## src/rtl/lcd_pkg.sv

```systemverilog
// Shared types, default timing and ROM tables for the 4-bit LCD bus sequencer.
package lcd_pkg;

  typedef enum logic [2:0] {
    ST_PWR_WAIT,
    ST_INIT_NIB,
    ST_CFG,
    ST_IDLE,
    ST_BYTE
  } seq_state_e;

  typedef enum logic [2:0] {
    NB_IDLE,
    NB_SETUP,
    NB_STROBE,
    NB_HOLD,
    NB_WAIT
  } nib_state_e;

  typedef enum logic [2:0] {
    DLY_NIB,
    DLY_CMD,
    DLY_LONG,
    DLY_INIT1,
    DLY_INIT2
  } dly_sel_e;

  localparam int T_SETUP_DEF = 2;
  localparam int T_E_DEF     = 12;
  localparam int T_HOLD_DEF  = 1;
  localparam int T_NIB_DEF   = 50;
  localparam int T_CMD_DEF   = 2000;
  localparam int T_LONG_DEF  = 82000;
  localparam int T_PWR_DEF   = 750000;
  localparam int T_INIT1_DEF = 205000;
  localparam int T_INIT2_DEF = 5000;
  localparam int CNT_W_DEF   = 20;

  localparam logic [7:0] CMD_CLEAR = 8'h01;
  localparam logic [7:0] CMD_HOME  = 8'h02;

  function automatic logic [3:0] init_nib(input logic [1:0] idx);
    case (idx)
      2'd0, 2'd1, 2'd2: return 4'h3;
      default:          return 4'h2;
    endcase
  endfunction

  function automatic dly_sel_e init_dly(input logic [1:0] idx);
    case (idx)
      2'd0:    return DLY_INIT1;
      2'd1:    return DLY_INIT2;
      default: return DLY_CMD;
    endcase
  endfunction

  function automatic logic [7:0] cfg_byte(input logic [1:0] idx);
    case (idx)
      2'd0:    return 8'h28;
      2'd1:    return 8'h06;
      2'd2:    return 8'h0C;
      default: return 8'h01;
    endcase
  endfunction

  // Clear/home (and 0x03, which the controller also decodes as home) need the long wait.
  function automatic dly_sel_e post_dly(input logic rs, input logic [7:0] b);
    if (!rs && (b == CMD_CLEAR || b == CMD_HOME || b == 8'h03)) return DLY_LONG;
    return DLY_CMD;
  endfunction

endpackage

```

## src/rtl/lcd_nibble_tx.sv

```systemverilog
// Nibble engine: setup, enable strobe, hold, then a selectable post-delay.
// state     | meaning
// NB_IDLE   | no nibble in flight, outputs hold last value
// NB_SETUP  | rs/data driven, lcd_e low
// NB_STROBE | lcd_e high
// NB_HOLD   | lcd_e low, rs/data unchanged
// NB_WAIT   | post-nibble delay; done on last cycle
module lcd_nibble_tx
  import lcd_pkg::*;
#(
  parameter int T_SETUP = T_SETUP_DEF,
  parameter int T_E     = T_E_DEF,
  parameter int T_HOLD  = T_HOLD_DEF,
  parameter int T_NIB   = T_NIB_DEF,
  parameter int T_CMD   = T_CMD_DEF,
  parameter int T_LONG  = T_LONG_DEF,
  parameter int T_INIT1 = T_INIT1_DEF,
  parameter int T_INIT2 = T_INIT2_DEF,
  parameter int CNT_W   = CNT_W_DEF
) (
  input  logic       clk,
  input  logic       rst,
  input  logic       start_i,
  input  logic       rs_i,
  input  logic [3:0] nib_i,
  input  logic [2:0] sel_i,
  output logic       done_o,
  output logic       lcd_rs_o,
  output logic       lcd_e_o,
  output logic [3:0] data_o
);

  nib_state_e       state_q, state_d;
  logic [CNT_W-1:0] cnt_q, cnt_d, wait_m1;
  dly_sel_e         sel_q, sel_d;
  logic             rs_q, rs_d;
  logic             e_q, e_d;
  logic [3:0]       data_q, data_d;
  logic             cnt_zero;
  logic             take;

  assign cnt_zero = (cnt_q == '0);
  assign done_o   = (state_q == NB_WAIT) && cnt_zero;
  // A new nibble may chain directly off the last wait cycle of the previous one.
  assign take     = start_i && ((state_q == NB_IDLE) || done_o);

  always_comb begin
    case (sel_q)
      DLY_NIB:   wait_m1 = CNT_W'(T_NIB - 1);
      DLY_LONG:  wait_m1 = CNT_W'(T_LONG - 1);
      DLY_INIT1: wait_m1 = CNT_W'(T_INIT1 - 1);
      DLY_INIT2: wait_m1 = CNT_W'(T_INIT2 - 1);
      default:   wait_m1 = CNT_W'(T_CMD - 1);
    endcase
  end

  always_comb begin
    state_d = state_q;
    cnt_d   = cnt_q;
    sel_d   = sel_q;
    rs_d    = rs_q;
    data_d  = data_q;
    case (state_q)
      NB_SETUP: begin
        if (cnt_zero) begin
          state_d = NB_STROBE;
          cnt_d   = CNT_W'(T_E - 1);
        end else begin
          cnt_d = cnt_q - CNT_W'(1);
        end
      end
      NB_STROBE: begin
        if (cnt_zero) begin
          state_d = NB_HOLD;
          cnt_d   = CNT_W'(T_HOLD - 1);
        end else begin
          cnt_d = cnt_q - CNT_W'(1);
        end
      end
      NB_HOLD: begin
        if (cnt_zero) begin
          state_d = NB_WAIT;
          cnt_d   = wait_m1;
        end else begin
          cnt_d = cnt_q - CNT_W'(1);
        end
      end
      NB_WAIT: begin
        if (cnt_zero) state_d = NB_IDLE;
        else          cnt_d   = cnt_q - CNT_W'(1);
      end
      default: state_d = NB_IDLE;
    endcase
    if (take) begin
      state_d = NB_SETUP;
      cnt_d   = CNT_W'(T_SETUP - 1);
      sel_d   = dly_sel_e'(sel_i);
      rs_d    = rs_i;
      data_d  = nib_i;
    end
    e_d = (state_d == NB_STROBE);
  end

  always_ff @(posedge clk or posedge rst) begin
    if (rst) begin
      state_q <= NB_IDLE;
      cnt_q   <= '0;
      sel_q   <= DLY_NIB;
      rs_q    <= 1'b0;
      e_q     <= 1'b0;
      data_q  <= 4'h0;
    end else begin
      state_q <= state_d;
      cnt_q   <= cnt_d;
      sel_q   <= sel_d;
      rs_q    <= rs_d;
      e_q     <= e_d;
      data_q  <= data_d;
    end
  end

  assign lcd_rs_o = rs_q;
  assign lcd_e_o  = e_q;
  assign data_o   = data_q;

endmodule

```

## src/rtl/lcd_bus_sequencer.sv

```systemverilog
// Write-only 4-bit LCD bus sequencer: power-on init, configuration, then processor byte writes.
// state       | meaning
// ST_PWR_WAIT | power-on delay before first init nibble
// ST_INIT_NIB | sending the four single init nibbles
// ST_CFG      | sending the four configuration bytes
// ST_IDLE     | init complete, waiting for a processor byte
// ST_BYTE     | user byte in flight (high then low nibble)
module lcd_bus_sequencer
  import lcd_pkg::*;
#(
  parameter int T_SETUP = T_SETUP_DEF,
  parameter int T_E     = T_E_DEF,
  parameter int T_HOLD  = T_HOLD_DEF,
  parameter int T_NIB   = T_NIB_DEF,
  parameter int T_CMD   = T_CMD_DEF,
  parameter int T_LONG  = T_LONG_DEF,
  parameter int T_PWR   = T_PWR_DEF,
  parameter int T_INIT1 = T_INIT1_DEF,
  parameter int T_INIT2 = T_INIT2_DEF,
  parameter int CNT_W   = CNT_W_DEF
) (
  input  logic       clk,
  input  logic       rst,
  input  logic       req_valid,
  input  logic       req_rs,
  input  logic [7:0] req_data,
  output logic       req_ready,
  output logic       init_done,
  output logic       lcd_rs,
  output logic       lcd_w,
  output logic       lcd_e,
  output logic [3:0] data
);

  seq_state_e       state_q, state_d;
  logic [CNT_W-1:0] pwr_cnt_q, pwr_cnt_d;
  logic [1:0]       idx_q, idx_d;
  logic             lo_q, lo_d;
  logic [7:0]       byte_q, byte_d;
  logic             brs_q, brs_d;
  logic             init_done_q, init_done_d;
  logic             ready_q, ready_d;

  logic             accept;
  logic             tx_start, tx_rs, tx_done;
  logic [3:0]       tx_nib;
  dly_sel_e         tx_sel;
  logic [7:0]       cfg_cur, cfg_nxt, cfg_first;

  assign accept = ready_q && req_valid;

  always_comb begin
    state_d   = state_q;
    pwr_cnt_d = pwr_cnt_q;
    idx_d     = idx_q;
    lo_d      = lo_q;
    byte_d    = byte_q;
    brs_d     = brs_q;
    tx_start  = 1'b0;
    tx_rs     = 1'b0;
    tx_nib    = 4'h0;
    tx_sel    = DLY_NIB;
    cfg_cur   = cfg_byte(idx_q);
    cfg_nxt   = cfg_byte(idx_q + 2'd1);
    cfg_first = cfg_byte(2'd0);
    // Ready/init_done trail IDLE entry by one cycle so both rise together.
    init_done_d = init_done_q | (state_q == ST_IDLE);
    ready_d     = (state_q == ST_IDLE) && !accept;

    case (state_q)
      ST_PWR_WAIT: begin
        if (pwr_cnt_q == '0) begin
          tx_start = 1'b1;
          tx_nib   = init_nib(2'd0);
          tx_sel   = init_dly(2'd0);
          idx_d    = 2'd0;
          state_d  = ST_INIT_NIB;
        end else begin
          pwr_cnt_d = pwr_cnt_q - CNT_W'(1);
        end
      end
      ST_INIT_NIB: begin
        if (tx_done) begin
          tx_start = 1'b1;
          if (idx_q == 2'd3) begin
            tx_nib  = cfg_first[7:4];
            tx_sel  = DLY_NIB;
            idx_d   = 2'd0;
            lo_d    = 1'b0;
            state_d = ST_CFG;
          end else begin
            tx_nib = init_nib(idx_q + 2'd1);
            tx_sel = init_dly(idx_q + 2'd1);
            idx_d  = idx_q + 2'd1;
          end
        end
      end
      ST_CFG: begin
        if (tx_done) begin
          if (!lo_q) begin
            tx_start = 1'b1;
            tx_nib   = cfg_cur[3:0];
            tx_sel   = post_dly(1'b0, cfg_cur);
            lo_d     = 1'b1;
          end else if (idx_q == 2'd3) begin
            state_d = ST_IDLE;
          end else begin
            tx_start = 1'b1;
            tx_nib   = cfg_nxt[7:4];
            tx_sel   = DLY_NIB;
            idx_d    = idx_q + 2'd1;
            lo_d     = 1'b0;
          end
        end
      end
      ST_IDLE: begin
        if (accept) begin
          byte_d   = req_data;
          brs_d    = req_rs;
          tx_start = 1'b1;
          tx_rs    = req_rs;
          tx_nib   = req_data[7:4];
          tx_sel   = DLY_NIB;
          lo_d     = 1'b0;
          state_d  = ST_BYTE;
        end
      end
      ST_BYTE: begin
        if (tx_done) begin
          if (!lo_q) begin
            tx_start = 1'b1;
            tx_rs    = brs_q;
            tx_nib   = byte_q[3:0];
            tx_sel   = post_dly(brs_q, byte_q);
            lo_d     = 1'b1;
          end else begin
            state_d = ST_IDLE;
          end
        end
      end
      default: state_d = ST_PWR_WAIT;
    endcase
  end

  always_ff @(posedge clk or posedge rst) begin
    if (rst) begin
      state_q     <= ST_PWR_WAIT;
      pwr_cnt_q   <= CNT_W'(T_PWR - 1);
      idx_q       <= 2'd0;
      lo_q        <= 1'b0;
      byte_q      <= 8'h00;
      brs_q       <= 1'b0;
      init_done_q <= 1'b0;
      ready_q     <= 1'b0;
    end else begin
      state_q     <= state_d;
      pwr_cnt_q   <= pwr_cnt_d;
      idx_q       <= idx_d;
      lo_q        <= lo_d;
      byte_q      <= byte_d;
      brs_q       <= brs_d;
      init_done_q <= init_done_d;
      ready_q     <= ready_d;
    end
  end

  lcd_nibble_tx #(
    .T_SETUP (T_SETUP),
    .T_E     (T_E),
    .T_HOLD  (T_HOLD),
    .T_NIB   (T_NIB),
    .T_CMD   (T_CMD),
    .T_LONG  (T_LONG),
    .T_INIT1 (T_INIT1),
    .T_INIT2 (T_INIT2),
    .CNT_W   (CNT_W)
  ) u_nib_tx (
    .clk      (clk),
    .rst      (rst),
    .start_i  (tx_start),
    .rs_i     (tx_rs),
    .nib_i    (tx_nib),
    .sel_i    (tx_sel),
    .done_o   (tx_done),
    .lcd_rs_o (lcd_rs),
    .lcd_e_o  (lcd_e),
    .data_o   (data)
  );

  assign req_ready = ready_q;
  assign init_done = init_done_q;
  assign lcd_w     = 1'b0;

endmodule

```

## config.mk

```make
export PLATFORM = sky130hd
export DESIGN_NAME = lcd_bus_sequencer
export DESIGN_NICKNAME = d
export VERILOG_FILES = /design/src/rtl/lcd_pkg.sv /design/src/rtl/lcd_nibble_tx.sv /design/src/rtl/lcd_bus_sequencer.sv
export SDC_FILE = /design/constraint.sdc
export NUM_CORES = 1
export LEC_CHECK = 0
export ABC_CLOCK_PERIOD_IN_PS = 2600
export CAP_MARGIN = 30
export CORE_UTILIZATION = 50
export DETAILED_ROUTE_END_ITERATION = 7
export MAX_ROUTING_LAYER = met4
export PLACE_DENSITY = 0.7
export SYNTH_ARGS = -nofsm -noshare
export SYNTH_HDL_FRONTEND = slang
export SYNTH_SLANG_ARGS = --single-unit
```

## constraint.sdc

```tcl
create_clock -name clk -period 2.6 [get_ports clk]
set_input_delay 0.52 -clock clk [delete_from_list [all_inputs] [get_ports clk]]
set_output_delay 0.52 -clock clk [all_outputs]
set_load 0.01 [all_outputs]
```

======== Yosys cells after proc, flatten, opt, wreduce, memory -nomap -nowiden ========
Cells that the tools add are included.
W data, S select, Z words.
storage, ports and cells
  register bits ........................... 69
  bits in latches ......................... 0
  bits in writable memories ............... 0
  bits in read-only memories .............. 0
  bits of input ports ..................... 12
  output and inout bits ................... 9
  logic and storage cells ................. 167
  memories ................................ 0
operators by class
  add/sub/neg operators ................... 3
  $mul .................................... 0
  divide/modulo/power cells ............... 0
  $lt $le $gt $ge ......................... 0
  eq/ne operators ......................... 34
  shift-type cells ........................ 0
  multiplexer cells ....................... 85
  bitwise gates (word level) .............. 2
  reduce and logical (&&, ||, !) cells .... 29
operators by type and width
  kind                     count
  $mux W20                 5
  $pmux W20 S4             1
  $mux W3                  24
  $pmux W18 S4             1
  $logic_not A20 Y1        2
  $sub A20 B1 Y20 const B  2
  $pmux W6 S3              2
  $eq A8 B2 Y1 const B     4
  $mux W1                  28
  $mux W4                  6
  $pmux W3 S4              2
  $eq A3 B2 Y1 const B     7
  $pmux W4 S5              1
  $mux W2                  9
  $eq A8 B1 Y1 const B     2
  $pmux W3 S5              1
  $ne A2 B2 Y1 const B     7
  $reduce_and A6 Y1        2
  $eq A3 B3 Y1 const B     3
  $logic_not A3 Y1         3
  $reduce_and A9 Y1        1
  $eq A2 B2 Y1 const B     3
  $eq A3 B1 Y1 const B     2
  $ne A2 B1 Y1 const B     3
  other kinds (19)         32

======== Longest topological paths before layout ========
  depth after elaboration ................. 13
  gate-level depth with buffers ........... 9
  gate-level depth less buffers ........... 8

======== Cells and area by module ========
From an unflattened synthesis, not the netlist that was laid out.
second synthesis, totals
  cells, all modules ...................... 448
  area total of the unflattened synthesis .. 4260.3 um^2
modules (own cells, without submodules)
  module             instances  cells each  area each (um^2)  sequential area each (um^2)
  lcd_bus_sequencer  1          216         2224.6            942.2
  lcd_nibble_tx      1          232         2035.7            800.8

======== Least setup slack after synthesis ========
Ideal clock, no wire load.
  path kind ............................... register to register
  from .................................... register pwr_cnt_q[12]
  to ...................................... register u_nib_tx.rs_q, in the netlist u_nib_tx.lcd_rs_o
  arrival time ............................ 2.791 ns
  data required time ...................... 2.475 ns
  setup slack ............................. -0.316 ns
  stages on the path, launching flop included .. 8
  clock period less this slack ............ 2.916 ns
  path through ............................ dfstp_2 or4_4 or4_4 nor4_2 a211oi_1 nor2_1 buf_2 mux2_2
on the way
  longest elaborated chain between the ends .. 4
ends and longest elaborated chain
  what                    RTL line                  text
  start, declared         lcd_bus_sequencer.sv:36   logic [CNT_W-1:0] pwr_cnt_q, pwr_cnt_d;
  start signal, assigned  lcd_bus_sequencer.sv:148  pwr_cnt_q <= CNT_W'(T_PWR - 1);
  start signal, assigned  lcd_bus_sequencer.sv:157  pwr_cnt_q <= pwr_cnt_d;
  $logic_not A20 Y1       lcd_bus_sequencer.sv:72   if (pwr_cnt_q == '0) begin
  $mux W1                 lcd_bus_sequencer.sv:72
  $pmux W1 S5             lcd_bus_sequencer.sv:70   case (state_q)
  $logic_and A1 B1 Y1     lcd_nibble_tx.sv:45       assign take = start_i && ((state_q == NB_IDLE) || done_o);
  end signal, assigned    lcd_nibble_tx.sv:116      rs_q <= rs_d;
  end, declared           lcd_nibble_tx.sv:36       logic rs_q, rs_d;
Every way passes these cells.
A chain may end at the register's enable or synchronous reset.

======== Worst setup path in the final report ========
  from .................................... register pwr_cnt_q[12]
  to ...................................... register u_nib_tx.cnt_q[6]
on the way
  longest elaborated chain between the ends .. 6
  elaborated cells between the ends (all ways) .. 8
  those cells by class .................... eq/ne (1); mux (3); reduce/logical (4)
ends and longest elaborated chain
  what                                                                        RTL line                 text
  $logic_not A20 Y1 (*)                                                       lcd_bus_sequencer.sv:72
  $mux W1 (*)                                                                 lcd_bus_sequencer.sv:72
  $pmux W1 S5 (*)                                                             lcd_bus_sequencer.sv:70
  $logic_and A1 B1 Y1 (*)                                                     lcd_nibble_tx.sv:45
  $ne A3 B3 Y1 (no source line) / $reduce_bool A5 Y1 (equally long branches)  --
  $reduce_and A2 Y1 (no source line)                                          --
  end signal, assigned                                                        lcd_nibble_tx.sv:114     cnt_q <= cnt_d;
  end, declared                                                               lcd_nibble_tx.sv:34      logic [CNT_W-1:0] cnt_q, cnt_d, wait_m1;
Every way passes the cells marked *; elsewhere a longest branch is shown, timed or not.

==> impl_metrics.json <==
{
  "crit_family": "simple AND/OR/NAND/NOR gates",
  "hold_class": "reg2reg",
  "die_y_um": 91.1,
  "avgSynthCellArea_um2": 8.94,
  "p_leak_nw": 2.33,
  "pwr-share-seq": 0.526,
  "crit_path_start": "pwr_cnt_q[12]",
  "ff2ff_path_depth": 6,
  "synthCells": 444,
  "die_w_um": 91.1,
  "cp_num_buf_inv": 0,
  "finalHoldViolCount": 0,
  "clkTransAtPathRegs_ns": 0.09,
  "cap_violations": 0,
  "drc": 0,
  "synth_most_common_cell": "dfrtp_1",
  "port_buffers": 19,
  "drt-vias-per-instance": 6.12,
  "tritoncts": "done",
  "final.setup.tns_ns": -5.30,
  "slowest_stage": "or4_4",
  "drt_wl_total_mm": 11.2,
  "violations": "negative setup slack",
  "setup_violations": 40,
  "cts-root-buf": "clkbuf_8",
  "fmax_mhz": 346,
  "rr_endpoint": "u_nib_tx.cnt_q[6]",
  "crit_path_frequent_cell": "or4_4",
  "synth_commonest_cells": "dfrtp_1, nand2_1, o21ai_0",
  "p_switching_mw": 0.495,
  "ys_warn_count": 0,
  "cpPeakStageDelay_ns": 0.53,
  "internal_power_mw": 1.55,
  "firstDrtPassIters": 5,
  "grt-ovfl-total": 0,
  "drive_above_1_share": 0.277,
  "ys_seq_area_frac": 0.439,
  "finalWorstSetupSlack_ns": -0.293,
  "clkPwrFrac": 0.454,
  "swShare": 0.242,
  "clockBufferDepth": 2,
  "ant_nets": 0,
  "end_kind": "flop",
  "grt_usage": 0.292,
  "period_minus_slack_ns": 2.89,
  "initial_core_util": 0.516,
  "vias": 3942,
  "status": "finished with violations",
  "num-nets-final": 558,
  "grt_pass1_wl_mm": 18.6,
  "critical_path.max_fanout": 6,
  "synthDominantCellAreaShare": 0.353,
  "core_mm2": 0.00769,
  "period_share": 1.11,
  "htree_levels": 3,
  "ios": 21,
  "drv_slew": 0,
  "worstPathArrival_ns": 3.15,
  "ir_drop_mv": 0.368,
  "startpoint_type": "flop",
  "grt_pass1_vias": 3823,
  "reg2reg_from": "pwr_cnt_q[12]",
  "synth_area_leaders": "dfrtp_1, dfstp_2, nand2_1, o21ai_0, nor3_1",
  "antenna_found_initial": 0,
  "cts.sinks": 69,
  "tightest_slew_ns": 0.658,
  "finalNonFillerCells": 644,
  "numCtsBuffers": 9,
  "place_inst": 624,
  "clkLatencyLatePin_ns": 0.36,
  "crit_chain": "or4_4 -> or4_4 -> or4_4 -> a31o_4 -> or4_1 -> a32o_1",
  "dieArea_mm2": 0.00830,
  "p_per_area_mw_per_mm2": 390,
  "place_congestion": 0.981,
  "ys.flop_type": "dfrtp_1",
  "utilization": 0.682,
  "synth_top_cell_by_area": "dfrtp_1",
  "drt-initial-drc-count": 345,
  "synth.distinct_cells": 57,
  "clock_skew_ns": 0.0144,
  "combinationalPowerShare": 0.020,
  "syn_to_final_growth_pct": 32.0,
  "cp-endpoint": "u_nib_tx.cnt_q[6]",
  "wl_per_cell_um": 17.3,
  "syn_area_mm2": 0.00397,
  "ys_ff_latch": 69,
  "antennaDiodeCount": 0,
  "path_class": "reg2reg",
  "synthArstFlopShare": 1.00,
  "cp_num_cells": 6,
  "maxSlewHeadroom": 0.554,
  "grt_max_degree": 50,
  "rsz0062_at_grt": "true",
  "synth_edf_count": 0,
  "syn-num-nets": 465,
  "r2r_slack_ns": -0.29,
  "num_rows": 32,
  "cp.required_ns": 2.86,
  "place.detailed.hpwl_mm": 8.07
}
## logic make-up (layout without fill, tap and decap cells)
family                   after synthesis  in the layout  synth area share
AO/OA/AOI/OAI                        112            112             0.180
XOR/XNOR                              20             20            0.0441
adder cells (fa/ha/maj)                9              9            0.0284
buffers and inverters                 33            130            0.0331
flip-flops                            69             69             0.439
multiplexers                          10             10            0.0277
other                                  1              1          0.000945
AND/OR/NAND/NOR                      190            191             0.247
## sequential cells by signal, indices dropped and copies added (netlist names)
name and count:
u_nib_tx.sel_q 3, req_ready 1, u_nib_tx.data_o 4, init_done 1, u_nib_tx.state_q 3, byte_q 8
pwr_cnt_q 20, u_nib_tx.lcd_rs_o 1, idx_q 2, u_nib_tx.lcd_e_o 1, lo_q 1, brs_q 1
state_q 3, u_nib_tx.cnt_q 20
## worst reg2reg max path, delay by kind of cell (launching register included)
| family | cells | cell delay, ns |
|---|---|---|
| AND/OR/NAND/NOR | 4 | 1.88 |
| AO/OA/AOI/OAI | 2 | 0.55 |
| flip-flops | 1 | 0.38 |
## cell usage in the layout, fill, tap and decap left out, drive strengths merged, types with 11 or more instances in the layout
cell,Yosys,final
a21oi,23,23
a31oi,11,11
buf,6,81
clkdlybuf4s50,0,19
dfrtp,56,56
dfstp,13,13
inv,14,17
nand2,52,52
nand3,13,13
nor2,33,33
nor3,26,26
nor4,12,12
o21ai,36,36
or3,12,12
or4,11,11
xor2,14,14
## per-stage QoR
step | power (mW) | area, um^2 | hold slack, ns | worst slack (ns)
6_report | 2.04 | 5240 | 0.474 | -0.293
3_3_place_gp | 1.14 | 4810 | 0.451 | -0.296
4_1_cts | 2.05 | 5090 | 0.477 | -0.291
5_1_grt | 2.10 | 5240 | 0.495 | -0.359
3_5_place_dp | 1.14 | 4810 | 0.462 | -0.315
2_1_floorplan | 1.11 | 3970 | 0.443 | -0.232
## timing repair
| action | 4_1_cts | 5_1_grt |
|---|---|---|
| setup endpoints to repair | 30 | 46 |
| gates resized for setup | 13 | 32 |
| hold buffers | 0 | 0 |
| buffers inserted | 3 | 2 |
| cloned | 0 | 1 |
| pin swaps | 7 | 12 |
## power by group through the flow
stage          Clock (mW)  Combinational (mW)  Sequential (mW)
5_1_grt             0.975              0.0480             1.07
3_3_place_gp            0              0.0432             1.09
2_1_floorplan           0              0.0174             1.09
3_5_place_dp            0              0.0434             1.09
4_1_cts             0.937              0.0437             1.07
6_report            0.927              0.0418             1.07
## routing by layer
metal	track usage	wire [um]	up-vias
li1	-	-	1822
met1	0.383	4850	1900
met2	0.459	5360	195
met3	0.0461	749	25
met4	0.106	202	0
met5	-	0	-
## layout make-up
type,count,area [um^2]
Clock buffer,9,124
Sequential cell,69,1740
Multi-Input combinational cell,343,2280
Fill cell,601,2450
Tap cell,102,128
Timing Repair Buffer,100,833
Inverter,14,52.6
Clock inverter,7,81.3
## worst min path at each step
stage                             start       endpoint  slack [ns]  cells after the start
after global placement        init_done      init_done        0.45                      1
final                     pwr_cnt_q[18]  pwr_cnt_q[18]        0.47                      1
after detailed placement  pwr_cnt_q[18]  pwr_cnt_q[18]        0.46                      1
after CTS                 pwr_cnt_q[18]  pwr_cnt_q[18]        0.48                      1
after floorplan           pwr_cnt_q[18]  pwr_cnt_q[18]        0.44                      1
after global routing      pwr_cnt_q[18]  pwr_cnt_q[18]        0.49                      1
No activity file was read; power rests on OpenSTA's default activity.
